## src/rtl/muller_c_pkg.sv

```systemverilog
// muller_c_pkg
// Shared definitions for the Muller C-element driver:
//   - state_e      : driver FSM states
//   - step_t       : one entry of the 4-step input sequence (a, b, expected c, hold flag)
//   - step_lookup  : the step table, with optional a/b swap for b-leads order
//   - MODE_*_BIT   : bit positions inside mode_i
package muller_c_pkg;

    typedef enum logic [2:0] {
        StIdle,
        StDrive,
        StWait,
        StCheck,
        StEnd
    } state_e;

    typedef struct packed {
        logic a;
        logic b;
        logic exp_c;
        logic hold;   // 1: output must not move; 0: output must transition to exp_c
    } step_t;

    localparam int unsigned MODE_CONT_BIT  = 0;
    localparam int unsigned MODE_BLEAD_BIT = 1;
    localparam int unsigned NUM_STEPS      = 4;

    // a-leads table; b-leads swaps a and b (only visible on the two hold steps).
    function automatic step_t step_lookup(input logic [1:0] idx, input logic b_leads);
        step_t s;
        case (idx)
            2'd0:    s = '{a: 1'b1, b: 1'b0, exp_c: 1'b0, hold: 1'b1};
            2'd1:    s = '{a: 1'b1, b: 1'b1, exp_c: 1'b1, hold: 1'b0};
            2'd2:    s = '{a: 1'b0, b: 1'b1, exp_c: 1'b1, hold: 1'b1};
            default: s = '{a: 1'b0, b: 1'b0, exp_c: 1'b0, hold: 1'b0};
        endcase
        if (b_leads) begin
            s = '{a: s.b, b: s.a, exp_c: s.exp_c, hold: s.hold};
        end
        return s;
    endfunction

endpackage

```

## src/rtl/muller_c_sync.sv

```systemverilog
// muller_c_sync
// STAGES-deep flop synchronizer for the asynchronous C-element output.
// Ports:
//   i_clk  in   clock
//   i_rst  in   asynchronous active-high reset, clears all stages to 0
//   i_d    in   asynchronous input
//   o_q    out  synchronized output
module muller_c_sync #(
    parameter int unsigned STAGES = 2
) (
    input  logic i_clk,
    input  logic i_rst,
    input  logic i_d,
    output logic o_q
);

    logic [STAGES-1:0] r_sync;

    always_ff @(posedge i_clk or posedge i_rst) begin
        if (i_rst) begin
            r_sync <= '0;
        end else begin
            r_sync <= {r_sync[STAGES-2:0], i_d};
        end
    end

    assign o_q = r_sync[STAGES-1];

endmodule

```

## src/rtl/muller_c_driver.sv

```systemverilog
// muller_c_driver
// Drives a Muller C-element through the 4-phase sequence 10,11,01,00 (or 01,11,10,00 in
// b-leads order), checks hold/transition behaviour of its synchronized output at each step
// and accumulates saturating pass/fail counts.
// Optional feature: define MULLER_C_DRIVER_TIMEOUT_EN to give transition steps a
// 2^TMO_W-1 cycle timeout; without it a transition step waits indefinitely.
// Ports:
//   wb_clk_i    in   clock
//   wb_rst_i    in   asynchronous active-high reset
//   start_i     in   level; registered rising edge launches a run
//   mode_i      in   [0] continuous, [1] b-leads order; sampled at launch
//   a_o, b_o    out  registered C-element inputs
//   c_i         in   asynchronous C-element output
//   busy_o      out  run active (DRIVE..END)
//   done_o      out  one-cycle pulse in END
//   err_o       out  sticky step failure, cleared at launch
//   pass_cnt_o  out  saturating count of passed steps
//   fail_cnt_o  out  saturating count of failed steps
module muller_c_driver
    import muller_c_pkg::*;
#(
    parameter int unsigned SYNC_STAGES = 2,
    parameter int unsigned SETTLE      = 4,
    parameter int unsigned TMO_W       = 8,
    parameter int unsigned CNT_W       = 16
) (
    input  logic             wb_clk_i,
    input  logic             wb_rst_i,
    input  logic             start_i,
    input  logic [1:0]       mode_i,
    output logic             a_o,
    output logic             b_o,
    input  logic             c_i,
    output logic             busy_o,
    output logic             done_o,
    output logic             err_o,
    output logic [CNT_W-1:0] pass_cnt_o,
    output logic [CNT_W-1:0] fail_cnt_o
);

    // One counter serves both the settle window and, when built, the timeout.
    localparam int unsigned          WCNT_W      = (TMO_W > 8) ? TMO_W : 8;
    localparam logic [WCNT_W-1:0]    SETTLE_LAST = WCNT_W'(SETTLE - 1);
`ifdef MULLER_C_DRIVER_TIMEOUT_EN
    localparam logic [WCNT_W-1:0]    TMO_LAST    = WCNT_W'((64'd1 << TMO_W) - 64'd2);
`endif

    state_e             r_state, w_state_d;
    logic               r_start_q, r_start_qq;
    logic [1:0]         r_mode, w_mode_d;
    logic [1:0]         r_step, w_step_d;
    logic               r_a, w_a_d;
    logic               r_b, w_b_d;
    logic               r_ok, w_ok_d;
    logic               r_err, w_err_d;
    logic [WCNT_W-1:0]  r_wcnt, w_wcnt_d;
    logic [CNT_W-1:0]   r_pass, w_pass_d;
    logic [CNT_W-1:0]   r_fail, w_fail_d;

    logic  w_c_sync;
    logic  w_launch;
    logic  w_c_match;
    step_t w_step;

    muller_c_sync #(
        .STAGES (SYNC_STAGES)
    ) u_sync (
        .i_clk (wb_clk_i),
        .i_rst (wb_rst_i),
        .i_d   (c_i),
        .o_q   (w_c_sync)
    );

    assign w_launch  = r_start_q & ~r_start_qq;
    assign w_step    = step_lookup(r_step, r_mode[MODE_BLEAD_BIT]);
    assign w_c_match = (w_c_sync == w_step.exp_c);

    always_comb begin
        w_state_d = r_state;
        w_mode_d  = r_mode;
        w_step_d  = r_step;
        w_a_d     = r_a;
        w_b_d     = r_b;
        w_ok_d    = r_ok;
        w_err_d   = r_err;
        w_wcnt_d  = r_wcnt;
        w_pass_d  = r_pass;
        w_fail_d  = r_fail;

        unique case (r_state)
            StIdle: begin
                w_a_d = 1'b0;
                w_b_d = 1'b0;
                if (w_launch) begin
                    w_mode_d  = mode_i;
                    w_err_d   = 1'b0;
                    w_pass_d  = '0;
                    w_fail_d  = '0;
                    w_step_d  = 2'd0;
                    w_state_d = StDrive;
                end
            end

            StDrive: begin
                w_a_d     = w_step.a;
                w_b_d     = w_step.b;
                w_wcnt_d  = '0;
                w_ok_d    = 1'b1;
                w_state_d = StWait;
            end

            StWait: begin
                if (w_step.hold) begin
                    // Every sample in the window must match, including the last one.
                    w_ok_d = r_ok & w_c_match;
                    if (r_wcnt == SETTLE_LAST) begin
                        w_state_d = StCheck;
                    end else begin
                        w_wcnt_d = r_wcnt + WCNT_W'(1);
                    end
                end else if (w_c_match) begin
                    w_ok_d    = 1'b1;
                    w_state_d = StCheck;
                end else begin
`ifdef MULLER_C_DRIVER_TIMEOUT_EN
                    if (r_wcnt == TMO_LAST) begin
                        w_ok_d    = 1'b0;
                        w_state_d = StCheck;
                    end else begin
                        w_wcnt_d = r_wcnt + WCNT_W'(1);
                    end
`else
                    w_state_d = StWait;
`endif
                end
            end

            StCheck: begin
                if (r_ok) begin
                    w_pass_d = (r_pass == '1) ? r_pass : r_pass + CNT_W'(1);
                end else begin
                    w_fail_d = (r_fail == '1) ? r_fail : r_fail + CNT_W'(1);
                    w_err_d  = 1'b1;
                end
                if (r_step == 2'(NUM_STEPS - 1)) begin
                    if (r_mode[MODE_CONT_BIT] && r_start_q) begin
                        w_step_d  = 2'd0;
                        w_state_d = StDrive;
                    end else begin
                        w_state_d = StEnd;
                    end
                end else begin
                    w_step_d  = r_step + 2'd1;
                    w_state_d = StDrive;
                end
            end

            StEnd: begin
                w_a_d     = 1'b0;
                w_b_d     = 1'b0;
                w_state_d = StIdle;
            end

            default: begin
                w_state_d = StIdle;
            end
        endcase
    end

    always_ff @(posedge wb_clk_i or posedge wb_rst_i) begin
        if (wb_rst_i) begin
            r_state    <= StIdle;
            r_start_q  <= 1'b0;
            r_start_qq <= 1'b0;
            r_mode     <= 2'b00;
            r_step     <= 2'd0;
            r_a        <= 1'b0;
            r_b        <= 1'b0;
            r_ok       <= 1'b0;
            r_err      <= 1'b0;
            r_wcnt     <= '0;
            r_pass     <= '0;
            r_fail     <= '0;
        end else begin
            r_state    <= w_state_d;
            r_start_q  <= start_i;
            r_start_qq <= r_start_q;
            r_mode     <= w_mode_d;
            r_step     <= w_step_d;
            r_a        <= w_a_d;
            r_b        <= w_b_d;
            r_ok       <= w_ok_d;
            r_err      <= w_err_d;
            r_wcnt     <= w_wcnt_d;
            r_pass     <= w_pass_d;
            r_fail     <= w_fail_d;
        end
    end

    assign a_o        = r_a;
    assign b_o        = r_b;
    assign busy_o     = (r_state != StIdle);
    assign done_o     = (r_state == StEnd);
    assign err_o      = r_err;
    assign pass_cnt_o = r_pass;
    assign fail_cnt_o = r_fail;

endmodule
```

## config.mk

```make
export PLATFORM = sky130hd
export DESIGN_NAME = muller_c_driver
export DESIGN_NICKNAME = d
export VERILOG_FILES = /design/src/rtl/muller_c_pkg.sv /design/src/rtl/muller_c_sync.sv /design/src/rtl/muller_c_driver.sv
export SDC_FILE = /design/constraint.sdc
export NUM_CORES = 1
export LEC_CHECK = 0
export CAP_MARGIN = 0
export CORE_ASPECT_RATIO = 1.75
export CORE_MARGIN = 2
export CORE_UTILIZATION = 50
export CTS_BUF_LIST = sky130_fd_sc_hd__clkbuf_4 sky130_fd_sc_hd__clkbuf_8
export DETAILED_ROUTE_END_ITERATION = 10
export MAX_ROUTING_LAYER = met4
export PLACE_DENSITY = 0.74
export SLEW_MARGIN = 40
export SYNTH_ARGS = -nofsm -noshare
export SYNTH_HDL_FRONTEND = slang
export SYNTH_SLANG_ARGS = --single-unit
```

## constraint.sdc

```tcl
create_clock -name wb_clk_i -period 2.2 [get_ports wb_clk_i]
set_input_delay 0.44 -clock wb_clk_i [delete_from_list [all_inputs] [get_ports wb_clk_i]]
set_output_delay 0.44 -clock wb_clk_i [all_outputs]
set_load 0.1 [all_outputs]
```

Word level (Yosys, flattened, before mapping)

Cells that the tools add are included.

Flip-flop bits (word level): 55
Input port bits: 6

$add $sub $neg: 4
Equality and inequality tests: 21
Muxes and demuxes: 31
Bitwise operators: 3
Reductions and logical operators: 16

Operator list:

| operator                                                         | number |
|---|---|
| 16-bit two-way mux                                               | 5 |
| 16-bit one-hot mux with 2 select lines                           | 2 |
| 16-bit by 1-bit adder with 16-bit output (second input constant) | 2 |
| 16-bit == test (second input constant)                           | 2 |
| 8-bit two-way mux                                                | 2 |
| 8-bit one-hot mux with 2 select lines                            | 1 |
| 3-bit two-way mux                                                | 5 |
| 2-bit != test (second input constant)                            | 7 |
| 3-bit one-hot mux with 4 select lines                            | 1 |
| 4-bit one-hot mux with 3 select lines                            | 1 |
| 3-bit != test (second input constant)                            | 3 |
| 3-bit AND reduction                                              | 3 |
| 8-bit by 1-bit adder with 8-bit output (second input constant)   | 1 |
| 8-bit by 2-bit == test with 1-bit output (second input constant) | 1 |
| 1-bit one-hot mux with 2 select lines                            | 4 |
| 4-bit AND reduction                                              | 2 |
| 3-bit by 2-bit == test with 1-bit output (second input constant) | 2 |
| 2-bit two-way mux                                                | 3 |
| 2-bit AND reduction                                              | 3 |
| 2-bit nonzero test                                               | 3 |
| 1-bit two-way mux                                                | 5 |
| 2-bit == test (second input constant)                            | 2 |
| 4-bit two-way mux                                                | 1 |
| 2-bit one-hot mux with 2 select lines                            | 1 |
| 12 further kinds                                                 | 13 |

Longest topological paths before layout

Depth after elaboration: 7
Depth in mapped cells: 8

Hierarchy

A second synthesis with hierarchy kept.

Cell total of the unflattened synthesis: 332
Area, all modules: 2919.0 um^2

By module, submodules not included:

| module          | times used | cells an instance | area an instance (um^2) |
|---|---|---|---|
| muller_c_driver | 1          | 329               | 2865.2 |
| muller_c_sync   | 1          | 3                 | 53.8 |

Least setup slack after synthesis

No wires, ideal clock.

Kind: register -> output
Start: register r_state[0]
End: output done_o
Data arrival time: 2.717 ns
Setup slack: -0.957 ns
Cell stages (with the launch flop): 3
Cells stage by stage: dfrtp_1 -> buf_6 -> nor3b_1

Word-level cells in the longest chain between the ends: 1

RTL lines:

| element                | RTL line               | RTL |
|---|---|---|
| from (decl)            | muller_c_driver.sv:48  | `state_e r_state, w_state_d;` |
| from (signal assigned) | muller_c_driver.sv:172 | `r_state <= StIdle;` |
| from (signal assigned) | muller_c_driver.sv:185 | `r_state <= w_state_d;` |
| 3-bit == test          | muller_c_driver.sv:203 | `assign done_o = (r_state == StEnd);` |
| to (decl)              | muller_c_driver.sv:35  | `output logic done_o,` |

No other way between the ends.

Final worst setup path

Start: register r_state[2]
End: register r_pass[5], in the netlist pass_cnt_o[5]

Word-level cells in the longest chain between the ends: 3

RTL lines:

| element                                                                     | RTL line               | RTL |
|---|---|---|
| 3-bit by 2-bit == test with 1-bit output or 3-bit zero test (tied branches) | muller_c_driver.sv:90  | `unique case (r_state)` |
| 2-bit != test (no line) or 2-bit nonzero test (tied branches)               | n/a                    |  |
| 4-bit AND reduction (no line)                                               | n/a                    |  |
| to (signal assigned)                                                        | muller_c_driver.sv:195 | `r_pass <= w_pass_d;` |
| to (decl)                                                                   | muller_c_driver.sv:57  | `logic [CNT_W-1:0] r_pass, w_pass_d;` |

Several ways; a longest one is shown, not always the timed one.
A chain may end at the register's enable or synchronous reset.

==> reports/metrics.csv <==
metric;value;unit
fraction of the yosys area taken by sequential cells;46.6;%
buffer type at the clock tree root;sky130_fd_sc_hd__clkbuf_8;
Post-Synthesis Mean Instance Area;9.07;sq um
synthesized instance count;326;
max-slew violation count;0;
ratio of cells with drive above 1 in the final layout;23.5;%
Final Hold Vio Count;0;
HP Class;flip-flop to flip-flop;
vertical die dimension;106;microns
number of antenna violations at the first check in global routing;0;
total half-perimeter wirelength after legalization and detailed placement;5070;microns
Synth top area share;46.6;%
Sw Share;46.5;%
IO Count;43;
number of clock buffers inserted by TritonCTS;5;
leading area contributor after synthesis;sky130_fd_sc_hd__dfrtp_1;
combined area of all synthesized cells;2960;sq um
Placement Cell Area;3460;sq um
Critical Setup Path Class;flip-flop to flip-flop;
routability congestion estimate;0.837;
per-cell routed wire length;14.8;microns
depth of the most critical reg-to-reg path;4;
Power Density;1010;nW/um^2
ordered cell list for the critical path;or3_4 -> or3b_1 -> o21a_1 -> a221o_1;
DRC;0;
synthesized net count;339;
fill count;517;
critical path launch point type;flip-flop;
final sum of negative setup slack;0;ps
Worst-Skew Late Latency;320;ps
Int Power;1.92;mW
maximum level of the CTS H-tree;2;
maximum fanout encountered on the critical timing path;14;
Worst slew margin;66.2;%
final net count;387;
count of unique library cells instantiated by Yosys;51;
Leak Pwr;1.58;nW
top_reg_cell synth;sky130_fd_sc_hd__dfrtp_1;
iteration-0 DRC count of the detailed router;123;
sequential share of power;36.0;%
async set-or-reset flop fraction in the synthesized netlist;100;%
flop and latch count out of synthesis;55;
switching pwr;1.67;mW
TritonCTS clock tree;yes;
number of antenna cells inserted;0;
multi-input gate area in the final layout;1490;sq um
Max Buffers Root-to-Sink;2;
post-route cell area;3570;sq um
post-cts hold buffer count;0;
max-cap viol count;0;
Via-to-Cell Ratio;5.78;
endpoint arrival time on the critical path;2240;ps
signed area change from the synthesized netlist to the final layout;20.7;%
core region area;5790;sq um
combinational share of power;46.7;%
IR drop worst, VDD;972;uV
first-pass iteration count of the detailed router;4;
clk slew on worst S/H paths;100;ps
worst slew pin tran;506;ps
quantity of gates resized following cts;0;
number of global-route vias before repair;2549;
CP endpoint;pass_cnt_o[5]$_DFFE_PP0P_;
full die area;6570;sq um
critical register-to-register path startpoint;r_state[2]$_DFFE_PP0P_;
Sequential cell area;1400;sq um
number of clock sinks;55;
RSZ-0062 raised after global routing;no;
data required time of the critical path;2420;ps
Yosys Warn Count;0;
Max Fclk;495;MHz
run status;finished, final reports clean;
total setup buffers inserted after CTS;0;
initial core utilization;51.1;%
Clk pwr share;17.3;%
crit path max-delay cell type;sky130_fd_sc_hd__dfrtp_1;
timing startpoint of the critical path;r_state[2]$_DFFE_PP0P_;
cell types occupying the most area after synthesis;sky130_fd_sc_hd__dfrtp_1 47%, sky130_fd_sc_hd__o21ai_0 5.9%, sky130_fd_sc_hd__nand2_1 5.2%, sky130_fd_sc_hd__nand3_1 4.2%, sky130_fd_sc_hd__nor2_1 3.3%;
aggregate routed wire length;6710;microns
final critical-path required period;2020;ps
pin count of the biggest net entering global routing;24;
endpoint of the worst-slack reg-to-reg timing path;pass_cnt_o[5]$_DFFE_PP0P_;
Overall Global Routing Usage;22.8;%
total overflow reported by the global router;0;
number of vias after detailed routing;2620;
count of flip-flops with a built-in enable after synthesis;0;
Slowest Stage Delay on Critical Path;470;ps
number of endpoints failing setup at the final stage;0;
endpoint kind of the worst setup timing path;flip-flop;
Detail Route Antenna Nets;0;
share of the clock period used by the worst path after layout;91.9;%
global-route wire length before repair;11800;microns
standard-cell row count;37;
Reg2Reg Setup Slack;180;ps
die outline width;62.1;microns
number of port buffers;42;
final worst clock skew;9.63;ps
==> cell type report <==
type                    instances  area share, %
multi-input cells             252           41.6
flip-flops and latches         55           39.4
repair buffers                 54           12.8
well taps                      78           2.74
clock buffers                   6           2.31
inverters                       6          0.631
clock inverters                 2          0.561
==> sequential cells by signal (all words and copies together) (netlist names) <==
signal,count
fail_cnt_o,16
r_state,3
err_o,1
r_start_q,1
r_mode,2
pass_cnt_o,16
b_o,1
r_ok,1
u_sync.r_sync,2
a_o,1
r_step,2
r_wcnt,8
r_start_qq,1
==> critical path: cells and delay by family (launching register included) <==
family             cells  cell delay (ps)
AOI/OAI and AO/OA      2              680
and+or+nand+nor        2              770
DFF                    1              470
==> cells in the final DEF, fill, tap and decap left out, types with 3 or more instances in the layout <==
master | synthesis | routed
sky130_fd_sc_hd__nand3_1 | 25 | 25
sky130_fd_sc_hd__inv_1 | 6 | 5
sky130_fd_sc_hd__and4_1 | 6 | 6
sky130_fd_sc_hd__ha_1 | 7 | 7
sky130_fd_sc_hd__o31ai_1 | 6 | 6
sky130_fd_sc_hd__buf_4 | 2 | 46
sky130_fd_sc_hd__o21ai_1 | 13 | 13
sky130_fd_sc_hd__and2_1 | 3 | 3
sky130_fd_sc_hd__nand4_1 | 6 | 6
sky130_fd_sc_hd__a21oi_1 | 11 | 11
sky130_fd_sc_hd__dfrtp_1 | 55 | 33
sky130_fd_sc_hd__nand3b_1 | 3 | 3
sky130_fd_sc_hd__nor3_1 | 8 | 8
sky130_fd_sc_hd__clkdlybuf4s50_1 | 0 | 5
sky130_fd_sc_hd__and3_1 | 9 | 9
sky130_fd_sc_hd__a21o_1 | 5 | 5
sky130_fd_sc_hd__nor2_1 | 26 | 26
sky130_fd_sc_hd__dfrtp_2 | 0 | 22
sky130_fd_sc_hd__mux2i_1 | 4 | 4
sky130_fd_sc_hd__o211ai_1 | 3 | 3
sky130_fd_sc_hd__o21ai_0 | 35 | 35
sky130_fd_sc_hd__nand2_1 | 41 | 41
sky130_fd_sc_hd__a31oi_1 | 9 | 9
sky130_fd_sc_hd__buf_12 | 0 | 3
sky130_fd_sc_hd__clkbuf_8 | 0 | 6
==> metrics by stage <==
stage / std cells / util [%] / total power, mW / hold WS [ps] / setup WS (ps)
2_1_floorplan: 326 / - / 2.62 / 331 / 6.31
3_3_place_gp: 445 / 59.9 / 2.97 / 333 / 221
3_5_place_dp: 445 / 59.9 / 3.00 / 337 / 207
4_1_cts: 453 / 61.6 / 3.62 / 362 / 173
5_1_grt: 453 / 61.6 / 3.84 / 384 / 24.5
6_report: 453 / 61.6 / 3.60 / 358 / 179
==> cell families after synthesis <==
logic type,synth area share (%)
AO/OA/AOI/OAI,19.4
buffers and inverters,3.56
multiplexers,1.35
flip-flops,46.6
AND/OR/NAND/NOR,25.2
XOR/XNOR,0.889
adder cells (fa/ha/maj),2.96
==> per-layer routing <==
layer / track usage, % / up-vias / part of all wire, %
li1: - / 1287 / -
met1: 26.2 / 1262 / 40
met2: 40.4 / 62 / 55
met3: 3.52 / 9 / 3.3
met4: 8.25 / 0 / 1.8
met5: - / - / 0
==> how the worst min path moves through the flow <==
stage	from	end	slack, ps	cells past startpoint
5_1_grt	u_sync.r_sync[0]$_DFF_PP0_	u_sync.r_sync[1]$_DFF_PP0_	380	0
3_3_place_gp	u_sync.r_sync[0]$_DFF_PP0_	u_sync.r_sync[1]$_DFF_PP0_	330	0
3_5_place_dp	u_sync.r_sync[0]$_DFF_PP0_	u_sync.r_sync[1]$_DFF_PP0_	340	0
4_1_cts	u_sync.r_sync[0]$_DFF_PP0_	u_sync.r_sync[1]$_DFF_PP0_	360	0
6_report	u_sync.r_sync[0]$_DFF_PP0_	u_sync.r_sync[1]$_DFF_PP0_	360	0
2_1_floorplan	u_sync.r_sync[0]$_DFF_PP0_	u_sync.r_sync[1]$_DFF_PP0_	330	0
==> power by group through the flow <==
stage	Sequential [mW]	Combinational, mW	Clock [mW]
CTS	1.30	1.69	0.638
floorplan	1.71	0.911	0
finish	1.30	1.68	0.623
detailed placement	1.32	1.68	0
global route	1.32	1.84	0.682
global placement	1.31	1.66	0
==> cell usage after synthesis (4+ instances only) <==
library cell and count:
sky130_fd_sc_hd__a31oi_1 9, sky130_fd_sc_hd__and3_1 9, sky130_fd_sc_hd__a21oi_1 11, sky130_fd_sc_hd__nand2_1 41, sky130_fd_sc_hd__nor2_1 26, sky130_fd_sc_hd__clkbuf_1 5, sky130_fd_sc_hd__o21ai_1 13, sky130_fd_sc_hd__and4_1 6
sky130_fd_sc_hd__inv_1 6, sky130_fd_sc_hd__o21ai_0 35, sky130_fd_sc_hd__nand4_1 6, sky130_fd_sc_hd__o31ai_1 6, sky130_fd_sc_hd__dfrtp_1 55, sky130_fd_sc_hd__nand3_1 25, sky130_fd_sc_hd__mux2i_1 4, sky130_fd_sc_hd__nor3_1 8
sky130_fd_sc_hd__ha_1 7, sky130_fd_sc_hd__a21o_1 5
(Power assumes the default switching activity.)
